$ cat src/rtl/mem_rr_arbiter_if.sv
// Requester-side and memory-side generic bus bundle for mem_rr_arbiter.
// slave = arbiter view, master = environment (requesters + memory controller) view.
interface mem_rr_arbiter_if #(
  parameter int NREQ = 4
);
  logic [NREQ-1:0]    req_ren;
  logic [NREQ-1:0]    req_wen;
  logic [NREQ*32-1:0] req_addr;
  logic [NREQ*32-1:0] req_wdata;
  logic [NREQ*4-1:0]  req_byte_en;
  logic [NREQ-1:0]    req_busy;
  logic [NREQ*32-1:0] req_rdata;
  logic               mem_ren;
  logic               mem_wen;
  logic [31:0]        mem_addr;
  logic [31:0]        mem_wdata;
  logic [3:0]         mem_byte_en;
  logic               mem_busy;
  logic [31:0]        mem_rdata;
  logic [NREQ-1:0]    gnt;

  modport slave (
    input  req_ren, req_wen, req_addr, req_wdata, req_byte_en, mem_busy, mem_rdata,
    output req_busy, req_rdata, mem_ren, mem_wen, mem_addr, mem_wdata, mem_byte_en, gnt
  );

  modport master (
    output req_ren, req_wen, req_addr, req_wdata, req_byte_en, mem_busy, mem_rdata,
    input  req_busy, req_rdata, mem_ren, mem_wen, mem_addr, mem_wdata, mem_byte_en, gnt
  );
endinterface

$ cat src/rtl/mem_rr_arbiter.sv
// N-requester arbiter for one memory bus: port-0 priority, starvation override, round-robin.
// Zero-latency combinational pass-through; grant held until mem_busy drops, others see busy=1.
module mem_rr_arbiter #(
  parameter int NREQ         = 4,
  parameter int PRIO0        = 1,
  parameter int STARVE_LIMIT = 15
) (
  input  logic            CLK,
  input  logic            RST,
  mem_rr_arbiter_if.slave bus
);
  localparam int         IW        = $clog2(NREQ);
  localparam logic [7:0] STARVE_TH = 8'(STARVE_LIMIT);

  typedef enum logic {IDLE, LOCKED} state_t;

  state_t             state, state_nxt;
  logic [IW-1:0]      lock_idx, lock_idx_nxt;
  logic [IW-1:0]      rr_ptr, rr_ptr_nxt;
  logic [7:0]         wait_cnt [NREQ];
  logic [NREQ-1:0]    req;
  logic [IW-1:0]      win_idx, starve_idx, rr_idx, scan_idx, gnt_idx;
  logic               starve_vld, gnt_vld, done;

  logic [NREQ-1:0]    gnt_c, busy_c;
  logic [NREQ*32-1:0] rdata_c;
  logic               mren_c, mwen_c;
  logic [31:0]        maddr_c, mwdata_c;
  logic [3:0]         mbe_c;

  function automatic logic [IW-1:0] wrap_inc(input logic [IW-1:0] i);
    return (int'(i) == NREQ - 1) ? '0 : i + 1'b1;
  endfunction

  assign req = bus.req_ren | bus.req_wen;

  always_comb begin : pick
    starve_vld = 1'b0;
    starve_idx = '0;
    rr_idx     = rr_ptr;
    scan_idx   = '0;
    // Scan from the top down so the lowest qualifying index is the last one written.
    for (int i = NREQ - 1; i >= 0; i--) begin
      if (req[i] && wait_cnt[i] >= STARVE_TH) begin
        starve_vld = 1'b1;
        starve_idx = IW'(i);
      end
    end
    for (int k = NREQ - 1; k >= 0; k--) begin
      scan_idx = IW'((int'(rr_ptr) + k) % NREQ);
      if (req[scan_idx]) rr_idx = scan_idx;
    end
    if (PRIO0 != 0 && req[0]) win_idx = '0;
    else if (starve_vld)      win_idx = starve_idx;
    else                      win_idx = rr_idx;
  end

  always_comb begin : fsm
    state_nxt    = state;
    lock_idx_nxt = lock_idx;
    rr_ptr_nxt   = rr_ptr;
    gnt_vld      = 1'b0;
    gnt_idx      = lock_idx;
    done         = 1'b0;
    case (state)
      IDLE: begin
        if (|req) begin
          gnt_vld = 1'b1;
          gnt_idx = win_idx;
          if (!bus.mem_busy) begin
            done       = 1'b1;
            rr_ptr_nxt = wrap_inc(win_idx);
          end else begin
            state_nxt    = LOCKED;
            lock_idx_nxt = win_idx;
          end
        end
      end
      LOCKED: begin
        gnt_vld = 1'b1;
        // A dropped request is an abort: nothing moved, so the pointer stays put.
        if (!req[lock_idx]) begin
          state_nxt = IDLE;
        end else if (!bus.mem_busy) begin
          done       = 1'b1;
          state_nxt  = IDLE;
          rr_ptr_nxt = wrap_inc(lock_idx);
        end
      end
      default: state_nxt = IDLE;
    endcase
  end

  always_comb begin : route
    gnt_c    = '0;
    busy_c   = '1;
    rdata_c  = '0;
    mren_c   = 1'b0;
    mwen_c   = 1'b0;
    maddr_c  = '0;
    mwdata_c = '0;
    mbe_c    = '0;
    for (int i = 0; i < NREQ; i++) begin
      if (gnt_vld && gnt_idx == IW'(i)) begin
        gnt_c[i]             = 1'b1;
        mren_c               = bus.req_ren[i];
        mwen_c               = bus.req_wen[i];
        maddr_c              = bus.req_addr[32*i +: 32];
        mwdata_c             = bus.req_wdata[32*i +: 32];
        mbe_c                = bus.req_byte_en[4*i +: 4];
        busy_c[i]            = bus.mem_busy;
        rdata_c[32*i +: 32]  = bus.mem_rdata;
      end
    end
  end

  assign bus.gnt         = gnt_c;
  assign bus.req_busy    = busy_c;
  assign bus.req_rdata   = rdata_c;
  assign bus.mem_ren     = mren_c;
  assign bus.mem_wen     = mwen_c;
  assign bus.mem_addr    = maddr_c;
  assign bus.mem_wdata   = mwdata_c;
  assign bus.mem_byte_en = mbe_c;

  always_ff @(posedge CLK) begin
    if (RST) begin
      state    <= IDLE;
      lock_idx <= '0;
      rr_ptr   <= '0;
      for (int i = 0; i < NREQ; i++) wait_cnt[i] <= '0;
    end else begin
      state    <= state_nxt;
      lock_idx <= lock_idx_nxt;
      rr_ptr   <= rr_ptr_nxt;
      for (int i = 0; i < NREQ; i++) begin
        if (!req[i] || (done && gnt_idx == IW'(i))) wait_cnt[i] <= '0;
        else if (wait_cnt[i] != 8'hFF)              wait_cnt[i] <= wait_cnt[i] + 8'd1;
      end
    end
  end
endmodule

$ cat src/flat_wrapper.sv
// flat-port wrapper written by rule: the top's interface ports become plain ports
module mem_rr_arbiter_flat 
#(
  parameter int NREQ         = 4,
  parameter int PRIO0        = 1,
  parameter int STARVE_LIMIT = 15
)
  (CLK, RST, bus_req_ren, bus_req_wen, bus_req_addr, bus_req_wdata, bus_req_byte_en, bus_mem_busy, bus_mem_rdata, bus_req_busy, bus_req_rdata, bus_mem_ren, bus_mem_wen, bus_mem_addr, bus_mem_wdata, bus_mem_byte_en, bus_gnt);
  mem_rr_arbiter_if #(.NREQ(NREQ)) bus_i ();
  input  logic CLK;
  input  logic RST;
  input wire logic [$bits(bus_i.req_ren)-1:0] bus_req_ren;
  input wire logic [$bits(bus_i.req_wen)-1:0] bus_req_wen;
  input wire logic [$bits(bus_i.req_addr)-1:0] bus_req_addr;
  input wire logic [$bits(bus_i.req_wdata)-1:0] bus_req_wdata;
  input wire logic [$bits(bus_i.req_byte_en)-1:0] bus_req_byte_en;
  input wire logic [$bits(bus_i.mem_busy)-1:0] bus_mem_busy;
  input wire logic [$bits(bus_i.mem_rdata)-1:0] bus_mem_rdata;
  output wire logic [$bits(bus_i.req_busy)-1:0] bus_req_busy;
  output wire logic [$bits(bus_i.req_rdata)-1:0] bus_req_rdata;
  output wire logic [$bits(bus_i.mem_ren)-1:0] bus_mem_ren;
  output wire logic [$bits(bus_i.mem_wen)-1:0] bus_mem_wen;
  output wire logic [$bits(bus_i.mem_addr)-1:0] bus_mem_addr;
  output wire logic [$bits(bus_i.mem_wdata)-1:0] bus_mem_wdata;
  output wire logic [$bits(bus_i.mem_byte_en)-1:0] bus_mem_byte_en;
  output wire logic [$bits(bus_i.gnt)-1:0] bus_gnt;
  assign bus_i.req_ren = bus_req_ren;
  assign bus_i.req_wen = bus_req_wen;
  assign bus_i.req_addr = bus_req_addr;
  assign bus_i.req_wdata = bus_req_wdata;
  assign bus_i.req_byte_en = bus_req_byte_en;
  assign bus_i.mem_busy = bus_mem_busy;
  assign bus_i.mem_rdata = bus_mem_rdata;
  assign bus_req_busy = bus_i.req_busy;
  assign bus_req_rdata = bus_i.req_rdata;
  assign bus_mem_ren = bus_i.mem_ren;
  assign bus_mem_wen = bus_i.mem_wen;
  assign bus_mem_addr = bus_i.mem_addr;
  assign bus_mem_wdata = bus_i.mem_wdata;
  assign bus_mem_byte_en = bus_i.mem_byte_en;
  assign bus_gnt = bus_i.gnt;
  mem_rr_arbiter #(.NREQ(NREQ), .PRIO0(PRIO0), .STARVE_LIMIT(STARVE_LIMIT)) u_core (.CLK(CLK), .RST(RST), .bus(bus_i));
endmodule
$ cat config.mk
export PLATFORM = sky130hd
export DESIGN_NAME = mem_rr_arbiter_flat
export DESIGN_NICKNAME = d
export VERILOG_FILES = /design/src/rtl/mem_rr_arbiter_if.sv /design/src/rtl/mem_rr_arbiter.sv /design/src/flat_wrapper.sv
export SDC_FILE = /design/constraint.sdc
export NUM_CORES = 1
export LEC_CHECK = 0
export ABC_AREA = 0
export CORE_AREA = 2 2 201 203
export CTS_CLUSTER_DIAMETER = 30
export DETAILED_ROUTE_END_ITERATION = 10
export DIE_AREA = 0 0 203 205
export DONT_BUFFER_PORTS = 1
export HOLD_SLACK_MARGIN = 0.12
export PLACE_DENSITY_LB_ADDON = 0.25
export SLEW_MARGIN = 10
export SYNTH_ARGS = -nofsm -noshare
export SYNTH_HDL_FRONTEND = slang
export SYNTH_SLANG_ARGS = --single-unit
$ cat constraint.sdc
create_clock -name CLK -period 7.3 [get_ports CLK]
set_input_delay 1.46 -clock CLK [delete_from_list [all_inputs] [get_ports CLK]]
set_output_delay 1.46 -clock CLK [all_outputs]
set_load 0.05 [all_outputs]
==> results by group, run 1 <==
Outcome
  – Status: completed

Worst setup path
  – CP Capture Type: primary output
  – Critical path data required time: 5.84 ns
  – R2R Path End: u_core.wait_cnt[3][4]$_SDFFCE_PN0P_
  – Critical Path AT: 4.57 ns
  – Crit path launch type: input port
  – Max stage delay on crit path: 0.84 ns
  – Worst path cell trace: nor4_1, a31o_2, and2_1, a2bb2oi_4, buf_12, mux2i_1, o22ai_1
  – Reg-to-reg setup timing slack: 3.72 ns
  – Critical path start-end classification: in2out
  – CP startpoint: bus_req_wen[3]
  – RR Startpoint: u_core.wait_cnt[1][6]$_SDFFCE_PN0P_
  – CP Capture Point: bus_mem_addr[0]
  – Worst-path fanout max: 83
  – Crit-path slowest cell: o22ai_1
  – R2R cell count: 8

Timing
  – Final period util: 0.826
  – Tmin final: 6.03 ns
  – Setup ws final: 1.27 ns
  – Max-slew violations: 0
  – Slew @ Worst Pin: 1.06 ns
  – Hold Violations, Final: 0
  – Slew margin rel.: 0.302
  – Fmax achieved: 166 MHz
  – Skew final: 0.00447 ns
  – Final setup vio count: 0
  – Setup TNS: 0 ns
  – Unrepaired setup endpoints after global routing: no

Synthesis
  – Post-synth top area share: 0.266
  – Synth area leaders: mux2i_1 (27%), edfxtp_1 (18%), and2_1 (16%)
  – Synthesized cell area: 0.00524 mm2
  – FFs w/ async S/R, synth: 0
  – Post-synthesis sequential area ratio: 0.203
  – Syn Area/Cell: 8.50 um2
  – Synth Warn #: 0
  – Yosys top cell by area: mux2i_1
  – Syn_nets: 936
  – Count of different cell masters after synthesis: 56
  – Top_reg_cell synth: edfxtp_1
  – Mapped Cells: 616
  – Post-synth EDFFs: 32
  – Synth Register Bits: 37

Finish
  – Post-layout util: 0.161
  – Final #Nets: 967
  – Area growth from synthesis to layout: 21.3%
  – Filler cell count: 4468
  – Design area: 0.00635 mm2
  – Share of layout cells above drive strength 1: 0.159

Placement
  – Routability congestion estimate: 0.927
  – IO Port Bufs: 0
  – Setup slack at placement: 1.35 ns
  – DP HPWL: 20600 um
  – Post-DP Area: 0.00619 mm2

Global routing
  – Initial antenna violation count: 16
  – Total track usage: 0.105
  – Leftover overflow at the end of global routing: 0
  – Global-route wire length before repair: 31500 um
  – Vias in the first global route: 4641
  – Largest net degree at the start of global routing: 84

Drt
  – DR iter-0 viols: 292
  – Router iterations before antenna repair: 5
  – DR WL/cell: 20.8 um
  – DR vias/cell: 4.31
  – Detail Route Antenna Nets: 0
  – Vias: 5079
  – Final Routed Wirelength: 24500 um
  – Residual DRC count: 0

Die
  – Io pins: 521
  – Chip Width: 203 um
  – Core ar.: 0.0394 mm2
  – Row count: 73
  – Die Ht: 205 um
  – Initial Util: 0.133
  – Die footprint: 0.0416 mm2

Power and ir drop
  – Pwr/cell area: 153 mW/mm2
  – Leak Pwr: 2.07 nW
  – Max VDD drop: 0.0727 mV
  – Total power: 0.974 mW

CTS
  – TritonCTS Buffers: 5
  – TritonCTS clock tree: built
  – CTS Hold Bufs: 0
  – Clock Sinks: 37
  – Postcts setup bufs: 0
  – # resized after CTS: 0
  – CTS root buffer: clkbuf_16
  – H-tree levels: 2
  – Clock Pin Slew Worst Setup and Hold Paths: 0.06 ns
  – Max Root-Sink Buffers: 2
  – Worst-skew pair later-pin latency: 0.29 ns

Min path
  – Hold WC Path Type: reg2reg

Flow run
  – Max Cap Violations: 0
-- layout by cell type, fill, tap and decap left out, types with 2 or more instances in the layout --
cell type and instances:
xnor2_1 13, edfxtp_1 32, nor3_2 4, nor4_1 3, a21oi_1 3, o21ai_1 4, nor2_1 42, nor2_2 2
nand2_1 17, mux2i_1 139, nand3_1 18, ha_1 5, o22ai_1 72, dfxtp_1 5, and3_1 6, clkbuf_1 2
nand4_1 2, or2_2 4, o221ai_2 2, diode_2 6, or4_1 4, inv_1 8, nor3_1 6, nor2_4 4
nor3b_1 2, buf_4 70, clkbuf_16 5, o21a_1 4, and2_1 130, nand2b_1 3, xor2_1 12
-- cell families after synthesis --
kind of cell,Yosys count,share of synthesized area
fa+ha+maj,5,0.0119
xor+xnor,25,0.0418
mux,140,0.270
compound gates,104,0.142
simple gates,250,0.273
buf+inv,55,0.0588
flops,37,0.203
-- synth_stat cells, types with 2 or more instances --
library cell and instances:
a21oi_1 3, and2_1 130, and3_1 6, buf_2 8, buf_4 15, buf_6 4
clkbuf_1 15, clkbuf_2 4, dfxtp_1 5, edfxtp_1 32, ha_1 5, inv_1 8
mux2i_1 139, nand2_1 17, nand2b_1 3, nand3_1 18, nand4_1 2, nor2_1 42
nor2_2 4, nor2_4 2, nor3_1 6, nor3_2 4, nor3b_1 2, nor4_1 3
o21a_1 4, o21ai_1 4, o221ai_1 2, o22ai_1 72, or2_2 4, or4_1 4
xnor2_1 13, xor2_1 12
-- layout make-up --
type                       count  area [um2]  share of cell area
clock buffer                   8         146              0.0230
timing repair buffer          71         546              0.0858
sequential                    37        1060               0.167
inverter                       8        30.0             0.00473
tap                          525         657               0.103
antenna                        6        15.0             0.00236
multi-input combinational    524        3900               0.614
-- critical path, delay by kind of cell --
family | cells | cell delay [ns]
buffers and inverters | 1 | 0.36
AOI/OAI and AO/OA | 3 | 1.48
and+or+nand+nor | 2 | 0.79
muxes | 1 | 0.23
-- worst min path at each step --
stage	from	to	slack (ns)	cells after the start
6_report	u_core.rr_ptr[0]$_SDFFE_PP0P_	u_core.rr_ptr[0]$_SDFFE_PP0P_	0.54	2
5_1_grt	u_core.rr_ptr[0]$_SDFFE_PP0P_	u_core.rr_ptr[0]$_SDFFE_PP0P_	0.59	2
4_1_cts	u_core.rr_ptr[0]$_SDFFE_PP0P_	u_core.rr_ptr[0]$_SDFFE_PP0P_	0.54	2
3_5_place_dp	u_core.rr_ptr[0]$_SDFFE_PP0P_	u_core.rr_ptr[0]$_SDFFE_PP0P_	0.53	2
3_3_place_gp	u_core.rr_ptr[0]$_SDFFE_PP0P_	u_core.rr_ptr[0]$_SDFFE_PP0P_	0.52	2
2_1_floorplan	u_core.rr_ptr[0]$_SDFFE_PP0P_	u_core.rr_ptr[0]$_SDFFE_PP0P_	0.49	2
-- per-stage QoR --
step | hold slack, ns | cells
final | 0.540 | 1179
after CTS | 0.544 | 1173
after detailed placement | 0.531 | 1165
after floorplan | 0.489 | 616
after global placement | 0.521 | 1165
after global routing | 0.586 | 1177
-- flip-flops by register name (all words and copies together), names as in the netlist --
| signal | cells |
|---|---|
| u_core.wait_cnt | 32 |
| u_core.rr_ptr | 2 |
| u_core.lock_idx | 2 |
| u_core.state | 1 |
-- per-layer routing --
layer	vias up	GRT usage	wire length, um
met2	352	0.203	13500
met1	2361	0.112	8630
met4	2	0.0362	728
met5	-	0	9
li1	2317	-	-
met3	47	0.0196	1700
-- power breakdown --
| part | internal, mW | switching (mW) | leakage [nW] |
|---|---|---|---|
| clock | 0.136 | 0.0862 | 0.0712 |
| sequential | 0.233 | 0.00580 | 0.432 |
| combinational | 0.128 | 0.384 | 1.56 |
Note: power is estimated with default switching activity, not from simulation.
==> run 2: changes to the inputs <==
CORE_AREA = 2 2 205 207   (was 2 2 201 203)
DIE_AREA = 0 0 207 209   (was 0 0 203 205)
clock period = 5.1 ns   (was 7.3 ns; I/O delays follow)
==> run 2 against run 1 <==
Compared with the run above: critical path depth increased by 2; sequential cell count unchanged; register-to-register slack lost 1.9 ns; highest routed layer is now met4; critical path type unchanged; largest cell class unchanged; final cell count increased by 11%.
==> results by group, run 2 (synthesized netlist as in run 1, its figures left out) <==
Finish
  – Top flop regs: u_core.wait_cnt (32), u_core.lock_idx (2), u_core.rr_ptr (2)
  – Sequential Area: 0.00106 mm2
  – Share of layout cells above drive strength 1: 0.287
  – Most frequent cells in the layout: mux2i_1 (139), and2_1 (130), buf_12 (101)
  – Post-layout util: 0.206
  – Final #Nets: 1084
  – Most common cell after layout, fill and taps aside: mux2i_1
  – Reg with most FFs: u_core.wait_cnt
  – Area growth from synthesis to layout: 62.5%
  – Multi-input logic area: 0.00389 mm2
  – Filler cell count: 4485
  – Max reg flops: 32
  – Filler-free cell count of the finished design: 1308

Drt
  – DR vias/cell: 4.21
  – Detail Route Antenna Nets: 0
  – DR WL/cell: 19.5 um
  – Residual DRC count: 0
  – Final Routed Wirelength: 25500 um
  – DR iter-0 viols: 357
  – Router iterations before antenna repair: 4
  – Vias: 5508

Timing
  – Final period util: 0.915
  – Skew final: 0.00498 ns
  – Hold Violations, Final: 0
  – Max-slew violations: 0
  – Setup ws final: 0.434 ns
  – Tmin final: 4.67 ns
  – Unrepaired setup endpoints after global routing: no
  – Setup TNS: 0 ns
  – Final setup vio count: 0
  – Slew @ Worst Pin: 0.705 ns
  – Fmax achieved: 214 MHz
  – Slew margin rel.: 0.530

CTS
  – H-tree levels: 2
  – Worst-skew pair later-pin latency: 0.28 ns
  – Postcts setup bufs: 0
  – # resized after CTS: 0
  – Clock Pin Slew Worst Setup and Hold Paths: 0.06 ns
  – TritonCTS clock tree: built
  – Clock Sinks: 37
  – Max Root-Sink Buffers: 2
  – CTS root buffer: clkbuf_16
  – TritonCTS Buffers: 5
  – CTS Hold Bufs: 0

Power and ir drop
  – Seq pwr share: 0.215
  – Internal power: 0.881 mW
  – Total power: 1.59 mW
  – Leak Pwr: 3.01 nW
  – Logic pwr share: 0.566
  – Max VDD drop: 0.0854 mV
  – Sw frac: 0.446
  – Pwr/cell area: 187 mW/mm2
  – Net Switching: 0.711 mW
  – Clock share of power: 0.219

Die
  – Initial Util: 0.127
  – Die footprint: 0.0433 mm2
  – Io pins: 521
  – Row count: 75
  – Core ar.: 0.0413 mm2
  – Chip Width: 207 um
  – Die Ht: 209 um

Worst setup path
  – Worst-path fanout max: 62
  – Critical path data required time: 4.08 ns
  – Crit path launch type: input port
  – Critical path start-end classification: in2out
  – Critical Path AT: 3.65 ns
  – CP Capture Type: primary output

Flow run
  – Max Cap Violations: 0

Global routing
  – Total track usage: 0.107
  – Leftover overflow at the end of global routing: 0
  – Initial antenna violation count: 10
  – Largest net degree at the start of global routing: 69
  – Vias in the first global route: 5098
  – Global-route wire length before repair: 34900 um

Placement
  – Setup slack at placement: 0.540 ns
  – DP HPWL: 21500 um
  – Routability congestion estimate: 0.942
  – IO Port Bufs: 0
  – Placed cell count: 1296

Min path
  – Hold WC Path Type: reg2reg

Outcome
  – Status: completed
run 2: cell count changes in the layout (fill, tap and decap cells not counted), sizes merged:
cell / previous run / this run
clkinv: 0 / 1
clkbuf: 8 / 5
bufinv: 0 / 1
diode: 6 / 5
buf: 71 / 188
run 2: power by group through the flow:
stage	logic (mW)	registers (mW)	clock network, mW
finish	0.901	0.342	0.348
global route	0.937	0.344	0.371
CTS	0.906	0.342	0.360
detailed placement	0.905	0.349	0
global placement	0.906	0.349	0
floorplan	0.588	0.346	0
run 2: cell type report:
type / instances / area share
timing repair buffer: 188 / 0.315
antenna: 5 / 0.00147
clock inverter: 2 / 0.00412
multi-input combinational: 524 / 0.458
tap: 539 / 0.0792
clock buffer: 5 / 0.0147
inverter: 8 / 0.00353
sequential: 37 / 0.125
run 2: path summary, 6_finish.rpt:
kind	to	depth (start not counted)	slack, ns	startpoint
max	bus_mem_wdata[8]	9	0.43	bus_req_wen[3]
min	u_core.rr_ptr[0]$_SDFFE_PP0P_	2	0.54	u_core.rr_ptr[0]$_SDFFE_PP0P_
max reg2reg	u_core.wait_cnt[3][1]$_SDFFCE_PN0P_	8	1.82	u_core.wait_cnt[1][6]$_SDFFCE_PN0P_
min reg2reg	u_core.rr_ptr[0]$_SDFFE_PP0P_	2	0.54	u_core.rr_ptr[0]$_SDFFE_PP0P_
run 2: routing by layer:
metal	vias up	global-route usage	share of wire
li1	2552	-	-
met1	2545	0.135	0.41
met2	380	0.182	0.48
met3	31	0.0255	0.087
met4	0	0.0303	0.024
met5	-	0	0
run 2: stage by stage:
stage	hold WS, ns	instance area [um2]
after floorplan	0.489	5240
after global placement	0.529	8340
after detailed placement	0.527	8340
after CTS	0.539	8500
after global routing	0.571	8510
final	0.538	8510
run 2: critical path: stages:
cell	delay, ns
or4_1	0.55
o21a_1	0.22
a221oi_4	0.39
a2bb2oi_4	0.11
buf_12	0.21
buf_12	0.28
mux2i_1	0.14
o22ai_1	0.32
buf_4	0.27
==> run 3: changes to the inputs <==
GPL_TIMING_DRIVEN = 0   (was default)
==> run 3 against run 2 <==
Compared with the run above: clock skew down 0.00067 ns; non-clock buffer count shrank 140; first-iteration DRC count is 18% lower; final cell count is 11% lower; critical path depth unchanged; sequential share of layout area grew 3.9 points; die area did not move; utilization down 4.9 points.
==> results by group, run 3 (synthesized netlist as in run 1, its figures left out) <==
Timing
  – Hold Violations, Final: 0
  – Worst hold slack: 0.557 ns
  – Final period util: 0.975
  – Slew @ Worst Pin: 1.12 ns
  – Final setup vio count: 0
  – Setup TNS: 0 ns
  – Tmin final: 4.97 ns
  – Slew margin rel.: 0.268
  – Skew final: 0.00431 ns
  – Unrepaired setup endpoints after global routing: yes
  – Max-slew violations: 0
  – Fmax achieved: 201 MHz

Global routing
  – Largest net degree at the start of global routing: 12
  – Total track usage: 0.114
  – Global-route wire length before repair: 36100 um
  – Leftover overflow at the end of global routing: 0
  – Vias in the first global route: 5058
  – Initial antenna violation count: 7

Finish
  – Final #Nets: 944
  – Max reg flops: 32
  – Reg with most FFs: u_core.wait_cnt
  – Most frequent cells in the layout: mux2i_1 (137), and2_1 (130), o22ai_2 (45)
  – Top flop regs: u_core.wait_cnt (32), u_core.lock_idx (2), u_core.rr_ptr (2)
  – Area growth from synthesis to layout: 23.6%
  – Design area: 0.00647 mm2
  – Filler cell count: 4679
  – Share of layout cells above drive strength 1: 0.186
  – Most common cell after layout, fill and taps aside: mux2i_1

Worst setup path
  – Critical Path AT: 3.95 ns
  – Critical path start-end classification: in2out
  – Worst-path fanout max: 10
  – CP Capture Type: primary output
  – Critical path data required time: 4.08 ns
  – Crit path launch type: input port

Die
  – Die Ht: 209 um
  – Io pins: 521
  – Core ar.: 0.0413 mm2
  – Die footprint: 0.0433 mm2
  – Chip Width: 207 um
  – Initial Util: 0.127
  – Row count: 75

CTS
  – Worst-skew pair later-pin latency: 0.28 ns
  – CTS root buffer: clkbuf_16
  – CTS Hold Bufs: 0
  – TritonCTS Buffers: 5
  – TritonCTS clock tree: built
  – Clock Pin Slew Worst Setup and Hold Paths: 0.06 ns
  – H-tree levels: 2
  – Clock Sinks: 37
  – Max Root-Sink Buffers: 2

Drt
  – DR WL/cell: 23.0 um
  – Vias: 5100
  – Final Routed Wirelength: 26900 um
  – Router iterations before antenna repair: 5
  – DR iter-0 viols: 293
  – Residual DRC count: 0
  – DR vias/cell: 4.37
  – Detail Route Antenna Nets: 0

Power and ir drop
  – Pwr/cell area: 221 mW/mm2
  – Max VDD drop: 0.157 mV
  – Leak Pwr: 2.00 nW

Outcome
  – Status: completed

Placement
  – DP HPWL: 22800 um
  – IO Port Bufs: 0
  – Post-DP Area: 0.00594 mm2
  – Routability congestion estimate: 0.994

Flow run
  – Max Cap Violations: 0

Min path
  – Hold WC Path Type: reg2reg
run 3: changes by cell type in the layout (fill, tap and decap cells not counted), moves of 2 or more:
cell,change
buf_12,-101
buf_2,+8
buf_4,-70
buf_6,+3
clkbuf_1,+13
clkbuf_2,+7
diode_2,-3
mux2i_1,-2
mux2i_4,+2
o22ai_1,-49
o22ai_2,+45
o22ai_4,+4
run 3: critical path, stage by stage:
cell and delay (ns):
or2_2 0.32, o22ai_1 0.15, a222oi_1 0.11, buf_4 0.19, o31ai_4 0.35, nand3_4 0.30
clkbuf_1 0.36, buf_2 0.30, o22ai_1 0.84
run 3: where the power goes:
group          leakage, nW  switching (mW)  internal [mW]  total (mW)
logic                 1.48           0.574          0.147       0.721
clock network       0.0841           0.122          0.244       0.366
registers            0.432         0.00833          0.334       0.342
run 3: repair_timing:
item                                    4_1_cts  5_1_grt
pin swaps                                     0        3
gates resized for setup                      43       20
setup buffers                                 0        1
endpoints found under the setup margin       34      110
run 3: layout make-up:
cell class | count | area [um2] | share of cell area
Inverter | 8 | 30.0 | 0.00464
Clock buffer | 7 | 143 | 0.0220
Antenna cell | 2 | 5.00 | 0.000773
Timing Repair Buffer | 1 | 7.51 | 0.00116
Buffer | 47 | 282 | 0.0435
Multi-Input combinational cell | 524 | 4240 | 0.655
Clock inverter | 1 | 30.0 | 0.00464
Sequential cell | 37 | 1060 | 0.164
Tap cell | 539 | 674 | 0.104
run 3: stage by stage:
step	instances	utilization	setup slack [ns]	total power [mW]
6_report	1166	0.157	0.127	1.43
2_1_floorplan	616	-	0.556	0.934
5_1_grt	1166	0.157	-0.0260	1.49
3_3_place_gp	1155	0.143	-0.628	1.03
3_5_place_dp	1155	0.144	-0.380	1.03
4_1_cts	1163	0.155	-0.126	1.43
run 3: layer usage:
layer / global-route usage / share of wire
met3: 0.0246 / 0.076
met4: 0.0325 / 0.028
met5: 0 / 0.00034
met2: 0.207 / 0.51
met1: 0.135 / 0.39
run 3: final timing paths:
path / startpoint / to / cells after the start / slack (ns)
max: bus_req_wen[3] / bus_mem_wdata[29] / 9 / 0.13
min: u_core.rr_ptr[0]$_SDFFE_PP0P_ / u_core.rr_ptr[0]$_SDFFE_PP0P_ / 2 / 0.56
max reg2reg: u_core.wait_cnt[1][0]$_SDFFCE_PN0P_ / u_core.wait_cnt[3][2]$_SDFFCE_PN0P_ / 10 / 1.70
min reg2reg: u_core.rr_ptr[0]$_SDFFE_PP0P_ / u_core.rr_ptr[0]$_SDFFE_PP0P_ / 2 / 0.56
